`config.mk`:
```
export PLATFORM = sky130hd
export DESIGN_NAME = alu_issue_ctrl
export DESIGN_NICKNAME = d
export VERILOG_FILES = /design/src/rtl/alu_issue_ctrl.sv
export SDC_FILE = /design/constraint.sdc
export NUM_CORES = 1
export LEC_CHECK = 0
export ABC_AREA = 1
export CAP_MARGIN = 15
export CORE_ASPECT_RATIO = 0.7
export CORE_UTILIZATION = 40
export DETAILED_ROUTE_END_ITERATION = 16
export GPL_ROUTABILITY_DRIVEN = 0
export HOLD_SLACK_MARGIN = 0.06
export PLACE_DENSITY = 0.79
export SLEW_MARGIN = 25
export SYNTH_ARGS = -nofsm -noshare
export SYNTH_HDL_FRONTEND = slang
export SYNTH_SLANG_ARGS = --single-unit
```
`constraint.sdc`:
```
create_clock -name clk -period 4.25 [get_ports clk]
set_input_delay 0.85 -clock clk [delete_from_list [all_inputs] [get_ports clk]]
set_output_delay 0.85 -clock clk [all_outputs]
set_load 0.03 [all_outputs]
```
`src/rtl/alu_issue_ctrl.sv`:
```
// rtl/alu_issue_ctrl.sv - issues one decoded MIPS instruction to a combinational ALU
// and returns its result, zero flag, branch decision and error over valid/ready.
module alu_issue_ctrl #(
  parameter int          W        = 32,
  parameter logic [3:0]  IDLE_CTR = 4'b1111
) (
  input  logic         clk,
  input  logic         rst,
  input  logic         req_valid,
  output logic         req_ready,
  input  logic [31:0]  req_instr,
  input  logic [W-1:0] req_a,
  input  logic [W-1:0] req_b,
  output logic [W-1:0] alu_di1,
  output logic [W-1:0] alu_di2,
  output logic [3:0]   alu_ctr,
  input  logic [W-1:0] alu_out,
  input  logic         alu_zero,
  output logic         rsp_valid,
  input  logic         rsp_ready,
  output logic [W-1:0] rsp_result,
  output logic         rsp_zero,
  output logic         rsp_taken,
  output logic         rsp_err
);

  typedef enum logic [1:0] {IDLE = 2'd0, EXEC = 2'd1, RESP = 2'd2} state_t;

  state_t       r_state, w_next;
  logic [W-1:0] r_di1, r_di2, r_result;
  logic [3:0]   r_ctr;
  logic         r_zero, r_taken, r_err, r_beq, r_bne;

  logic [5:0]   w_op, w_funct;
  logic [15:0]  w_imm;
  logic [3:0]   w_ctr;
  logic [W-1:0] w_di2;
  logic         w_err, w_beq, w_bne;

  assign w_op    = req_instr[31:26];
  assign w_funct = req_instr[5:0];
  assign w_imm   = req_instr[15:0];

  always_comb begin
    w_ctr = IDLE_CTR;
    w_di2 = req_b;
    w_err = 1'b0;
    w_beq = 1'b0;
    w_bne = 1'b0;
    case (w_op)
      6'b000000: begin
        case (w_funct)
          6'b100100:            w_ctr = 4'b0000;
          6'b100101:            w_ctr = 4'b0001;
          6'b100000, 6'b100001: w_ctr = 4'b0010;
          6'b100010, 6'b100011: w_ctr = 4'b0110;
          6'b101010:            w_ctr = 4'b0111;
          6'b100111:            w_ctr = 4'b1100;
          default:              w_err = 1'b1;
        endcase
      end
      6'b001000: begin w_ctr = 4'b0010; w_di2 = {{(W-16){w_imm[15]}}, w_imm}; end
      6'b001010: begin w_ctr = 4'b0111; w_di2 = {{(W-16){w_imm[15]}}, w_imm}; end
      6'b001100: begin w_ctr = 4'b0000; w_di2 = {{(W-16){1'b0}}, w_imm}; end
      6'b001101: begin w_ctr = 4'b0001; w_di2 = {{(W-16){1'b0}}, w_imm}; end
      6'b000100: begin w_ctr = 4'b0110; w_beq = 1'b1; end
      6'b000101: begin w_ctr = 4'b0110; w_bne = 1'b1; end
      default:   w_err = 1'b1;
    endcase
    if (w_err) w_ctr = IDLE_CTR;
  end

  always_ff @(posedge clk or posedge rst) begin
    if (rst) r_state <= IDLE;
    else     r_state <= w_next;
  end

  always_comb begin
    w_next = r_state;
    case (r_state)
      IDLE:    if (req_valid) w_next = w_err ? RESP : EXEC;
      EXEC:    w_next = RESP;
      RESP:    if (rsp_ready) w_next = IDLE;
      default: w_next = IDLE;
    endcase
  end

  always_ff @(posedge clk or posedge rst) begin
    if (rst) begin
      r_di1    <= '0;
      r_di2    <= '0;
      r_ctr    <= IDLE_CTR;
      r_result <= '0;
      r_zero   <= 1'b0;
      r_taken  <= 1'b0;
      r_err    <= 1'b0;
      r_beq    <= 1'b0;
      r_bne    <= 1'b0;
    end else begin
      case (r_state)
        IDLE: if (req_valid) begin
          // An illegal op keeps the ALU on its default code so it never sees live operands.
          r_di1    <= w_err ? '0 : req_a;
          r_di2    <= w_err ? '0 : w_di2;
          r_ctr    <= w_ctr;
          r_result <= '0;
          r_zero   <= 1'b0;
          r_taken  <= 1'b0;
          r_err    <= w_err;
          r_beq    <= w_beq;
          r_bne    <= w_bne;
        end
        EXEC: begin
          r_result <= alu_out;
          r_zero   <= alu_zero;
          r_taken  <= (r_beq & alu_zero) | (r_bne & ~alu_zero);
        end
        RESP: if (rsp_ready) r_ctr <= IDLE_CTR;
        default: ;
      endcase
    end
  end

  assign req_ready  = (r_state == IDLE);
  assign rsp_valid  = (r_state == RESP);
  assign alu_di1    = r_di1;
  assign alu_di2    = r_di2;
  assign alu_ctr    = r_ctr;
  assign rsp_result = r_result;
  assign rsp_zero   = r_zero;
  assign rsp_taken  = r_taken;
  assign rsp_err    = r_err;

endmodule

```
==> results of run 1 <==
power by group:
group          internal (mW)  switching [mW]
registers               1.09          0.0400
logic                  0.281           0.369
clock network          0.404           0.380
cells by family after synthesis:
logic type             synth area share
multiplexers                     0.0305
AO/OA/AOI/OAI                    0.0202
AND/OR/NAND/NOR                   0.336
buffers and inverters            0.0497
flip-flops                        0.564
path summary, 6_finish.rpt:
path / startpoint / endpoint / slack, ns
setup / recovery: r_state[1] / rsp_valid / 1.23
hold / removal: alu_ctr[2] / alu_ctr[2] / 0.48
setup reg to reg: r_state[0] / alu_ctr[3] / 2.04
hold reg to reg: alu_ctr[2] / alu_ctr[2] / 0.48
max in group asynchronous: rst / alu_ctr[0] / 2.32
min in group asynchronous: rst / alu_di1[14] / 1.04
state kept, by name (all words and copies together) (netlist names), 2 cells and up:
register	flops
alu_di1	32
alu_di2	32
rsp_result	32
alu_ctr	4
r_state	2
cells in the final DEF (no fill, tap or decap):
| cell | instances |
|---|---|
| o21ai_0 | 7 |
| and2_0 | 1 |
| mux2_2 | 12 |
| clkbuf_16 | 9 |
| mux2i_1 | 1 |
| nand2_2 | 5 |
| inv_4 | 1 |
| or2_2 | 16 |
| inv_1 | 14 |
| buf_4 | 5 |
| clkbuf_1 | 1 |
| nor3_1 | 1 |
| nor2_4 | 2 |
| nand2_1 | 232 |
| inv_8 | 1 |
| inv_2 | 2 |
| a21oi_1 | 8 |
| o211ai_1 | 1 |
| nand3_1 | 93 |
| nor2_2 | 1 |
| a41oi_1 | 1 |
| clkinvlp_4 | 3 |
| buf_12 | 1 |
| nand4_1 | 2 |
| a21oi_2 | 1 |
| dfstp_2 | 4 |
| clkdlybuf4s50_1 | 227 |
| nor2_1 | 24 |
| clkinv_4 | 2 |
| dfrtp_1 | 103 |
per-stage QoR:
stage | util | instance area, sq um | power, mW
4_1_cts | 0.655 | 7400 | 2.60
6_report | 0.656 | 7410 | 2.57
5_1_grt | 0.656 | 7410 | 2.69
2_1_floorplan | - | 4760 | 1.48
3_5_place_dp | 0.631 | 7120 | 1.80
3_3_place_gp | 0.631 | 7120 | 1.79
worst reg2reg max path: stages, from the launching register on:
cell and delay [ns]:
dfrtp_1 0.36, buf_4 0.35, nor2_1 0.16, nand2_2 0.12, buf_4 0.56, nand2_1 0.24, inv_1 0.15, nor2_1 0.07
a21oi_1 0.13
area by class of cell:
cell class	count	area [sq um]
clock buffer	10	229
tap	153	191
inverter	17	66.3
timing repair buffer	233	2330
clock inverter	6	51.3
multi-input combinational	408	1860
fill	902	3880
sequential	107	2680
layer usage:
layer / wire length, microns / track usage / share of wire
met2: 6170 / 0.364 / 0.45
met5: 0 / 0 / 0
met1: 5860 / 0.294 / 0.43
met3: 1300 / 0.0840 / 0.095
met4: 291 / 0.0718 / 0.021
==> reports/metrics.cfg, run 1 <==
[layout]
syn_to_final_growth_pct=55.6
fin_cells=934
drive_gt1_frac=0.0832
nets=909
antenna-diode-count=0

[synth]
synth.most_common_cell=nand2_1
synth_top_area_frac=0.542
avgSynthCellArea_sq_um=8.44
synth_edf_count=0
syn_nets=697
synth_area_leader_cell=dfrtp_1
synthTopCellsByCount=nand2_1 (235), dfrtp_1 (103), nand3_1 (93)
syn_area_sq_mm=0.00476
yosysWarnings=0
synth-async-reset-ratio=1.00
ys_top_cells_by_area=dfrtp_1 (54%), nand2_1 (19%), nand3_1 (9.8%)
netlist_instances=564
seq_area_frac_synth=0.564
ys.flop_type=dfrtp_1
ys_types=25
synth_seq_cells=107

[drt]
vias_per_cell=4.84
drc=0
vias=4524
wl_per_cell_microns=14.6
drt-total-wl_mm=13.6
initialDrtViolationCount=197
firstDrtPassIters=4
drtAntennaViolNets=0

[sta]
slew_violations=0
worst_hold_slack_ns=0.475
worstMarginPinSlew_ns=0.915
slew_headroom=0.390
finalSetupTns_ns=0
rsz0062_at_grt=false
hold_viol=0
report.final.setup_viol=0
period_needed_ns=3.02
fin_worst_skew_ns=0.00554
fmax_ghz=0.331
final.setup.worst_slack_ns=1.23
finalCritPeriodShare=0.712

[worst_setup_path]
cp.required_ns=3.40
crit_chain=inv_2 > nor2_1 > clkdlybuf4s50_1
cp_num_cells=3
cp_top_family=buffers and inverters
arrival_ns=2.17
crit_buf_inv=2
slowest_stage=clkdlybuf4s50_1
r2r.worst_path.cells=8
end_kind=output pin
worstSetupPathType=flip-flop to output pin
critPathMaxFanout=37
crit_path_max_incr_delay_ns=0.77
worstSetupStartpointType=flip-flop

[floorplanning]
core_area_sq_mm=0.0113
io_pins=238
die_w_microns=132
die_h_microns=93.3
placementRows=32
dieArea_sq_mm=0.0123
start_util=0.421

[cts]
root_buffer=clkbuf_16
clkSinkCount=107
cts-resized-gates=0
cts_setup_buffers=0
cts_buffers=9
cts-hold-fix-buffers=0
max-clock-path-buffers=2
cts_tree=done
htree_levels=3
path_clk_slew_ns=0.07
clkLatencyLatePin_ns=0.33

[power]
max-vdd-ir-drop_mv=0.211
leakage_nw=3.60
powerDensity_mw_per_mm2=347

[placement]
portBuffers=227
dp_worst_setup_slack_ns=1.10
dp.cells=918
hpwl_mm=9.56

[global_routing]
grt_pass1_vias=4494
grt_max_degree=73
grt_antenna_before_repair=0
grt_pass1_wl_mm=22.4
overflow=0
track_usage=0.230

[worst_hold_path]
hold_class=flip-flop to flip-flop
hold-path-cell-count=2

[job]
cap_violations=0

[run_status]
outcome=complete, no violations

(Power assumes the default switching activity.)
==> inputs of run 2 (changes only) <==
==> constraint.sdc (replaced) <==
create_clock -name clk -period 3.16 [get_ports clk]
set_input_delay 0.632 -clock clk [delete_from_list [all_inputs] [get_ports clk]]
set_output_delay 0.632 -clock clk [all_outputs]
set_load 0.03 [all_outputs]
==> reports/metrics.cfg, run 2 (same netlist as run 1, synthesis figures left out) <==
[job]
cap_violations=0

[layout]
mostFrequentLayoutCell=nand2_1
drive_gt1_frac=0.0866
syn_to_final_growth_pct=56.6
nets=914
antenna-diode-count=0
final_cell_mix=nand2_1 (233), clkdlybuf4s50_1 (227), dfrtp_1 (103)

[cts]
cts-hold-fix-buffers=0
clkLatencyLatePin_ns=0.35
cts_buffers=9
cts-resized-gates=0
htree_levels=3
path_clk_slew_ns=0.07
max-clock-path-buffers=2
cts_setup_buffers=0
root_buffer=clkbuf_16
cts_tree=done
clkSinkCount=107

[worst_setup_path]
arrival_ns=1.78
worstSetupStartpointType=flip-flop
worstReg2RegStart=r_state[0]
critPathMaxFanout=4
end_kind=output pin
crit_end=req_ready
cp-startpoint=r_state[0]
cp.required_ns=2.53
worstSetupPathType=flip-flop to output pin
r2r_setup_slack_ns=1.42
r2r.worst_path.cells=7
regToRegEndpoint=alu_ctr[0]

[sta]
period_needed_ns=2.41
fmax_ghz=0.415
rsz0062_at_grt=false
finalSetupTns_ns=0
slew_headroom=0.577
hold_viol=0
finalCritPeriodShare=0.763
worstMarginPinSlew_ns=0.632
slew_violations=0
fin_worst_skew_ns=0.00908
report.final.setup_viol=0
worst_hold_slack_ns=0.471

[global_routing]
grt_antenna_before_repair=0
grt_max_degree=108
grt_pass1_wl_mm=23.1
grt_pass1_vias=4609
track_usage=0.236
overflow=0

[drt]
drtAntennaViolNets=0
firstDrtPassIters=7
initialDrtViolationCount=201
drt-total-wl_mm=13.8
vias_per_cell=4.92
vias=4611
wl_per_cell_microns=14.8
drc=0

[power]
leakage_nw=3.63
max-vdd-ir-drop_mv=0.331
powerDensity_mw_per_mm2=474

[floorplanning]
placementRows=32
die_h_microns=93.3
core_area_sq_mm=0.0113
io_pins=238
start_util=0.421
dieArea_sq_mm=0.0123
die_w_microns=132

[placement]
portBuffers=227
hpwl_mm=9.60

[run_status]
outcome=complete, no violations

[worst_hold_path]
hold_class=flip-flop to flip-flop

run 2: power by group:
group	internal [mW]	switching (mW)	leakage, nW
registers	1.47	0.0539	1.46
logic	0.391	0.500	2.04
clock network	0.615	0.504	0.135
total	2.48	1.06	3.63
run 2: worst max-delay path, cell delays in order, from the launching register on:
cell	delay [ns]
dfrtp_1	0.41
nor2_1	0.28
clkdlybuf4s50_1	0.75
run 2: worst min-delay path by stage:
| stage | startpoint | to | slack, ns | depth (start not counted) |
|---|---|---|---|---|
| finish | alu_ctr[1] | alu_ctr[1] | 0.47 | 2 |
| global route | alu_di1[6] | alu_di1[6] | 0.50 | 2 |
| CTS | alu_ctr[2] | alu_ctr[2] | 0.47 | 2 |
| detailed placement | alu_ctr[1] | alu_ctr[1] | 0.46 | 2 |
| global placement | alu_ctr[1] | alu_ctr[1] | 0.46 | 2 |
| floorplan | r_bne | r_bne | 0.45 | 2 |
run 2: metal layers:
metal | part of all wire | track usage | up-vias
met5 | 0 | 0 | -
met4 | 0.017 | 0.0728 | 0
met3 | 0.11 | 0.0835 | 19
met2 | 0.46 | 0.382 | 228
met1 | 0.41 | 0.296 | 2139
li1 | - | - | 2225
run 2: layout make-up:
class	instances	area [sq um]
fillers	893	3840
flip-flops and latches	107	2680
repair buffers	238	2370
multi-input cells	408	1850
clock buffers	10	229
well taps	153	191
inverters	17	67.6
clock inverters	5	62.6
run 2: per-stage QoR:
step / power [mW] / std cells / area (sq um) / worst slack [ns] / util
floorplan: 2.00 / 564 / 4760 / 1.24 / -
global placement: 2.42 / 923 / 7160 / 0.576 / 0.634
detailed placement: 2.44 / 923 / 7160 / 0.523 / 0.634
CTS: 3.57 / 938 / 7450 / 0.746 / 0.660
global route: 3.70 / 938 / 7450 / 0.668 / 0.660
finish: 3.53 / 938 / 7450 / 0.748 / 0.660
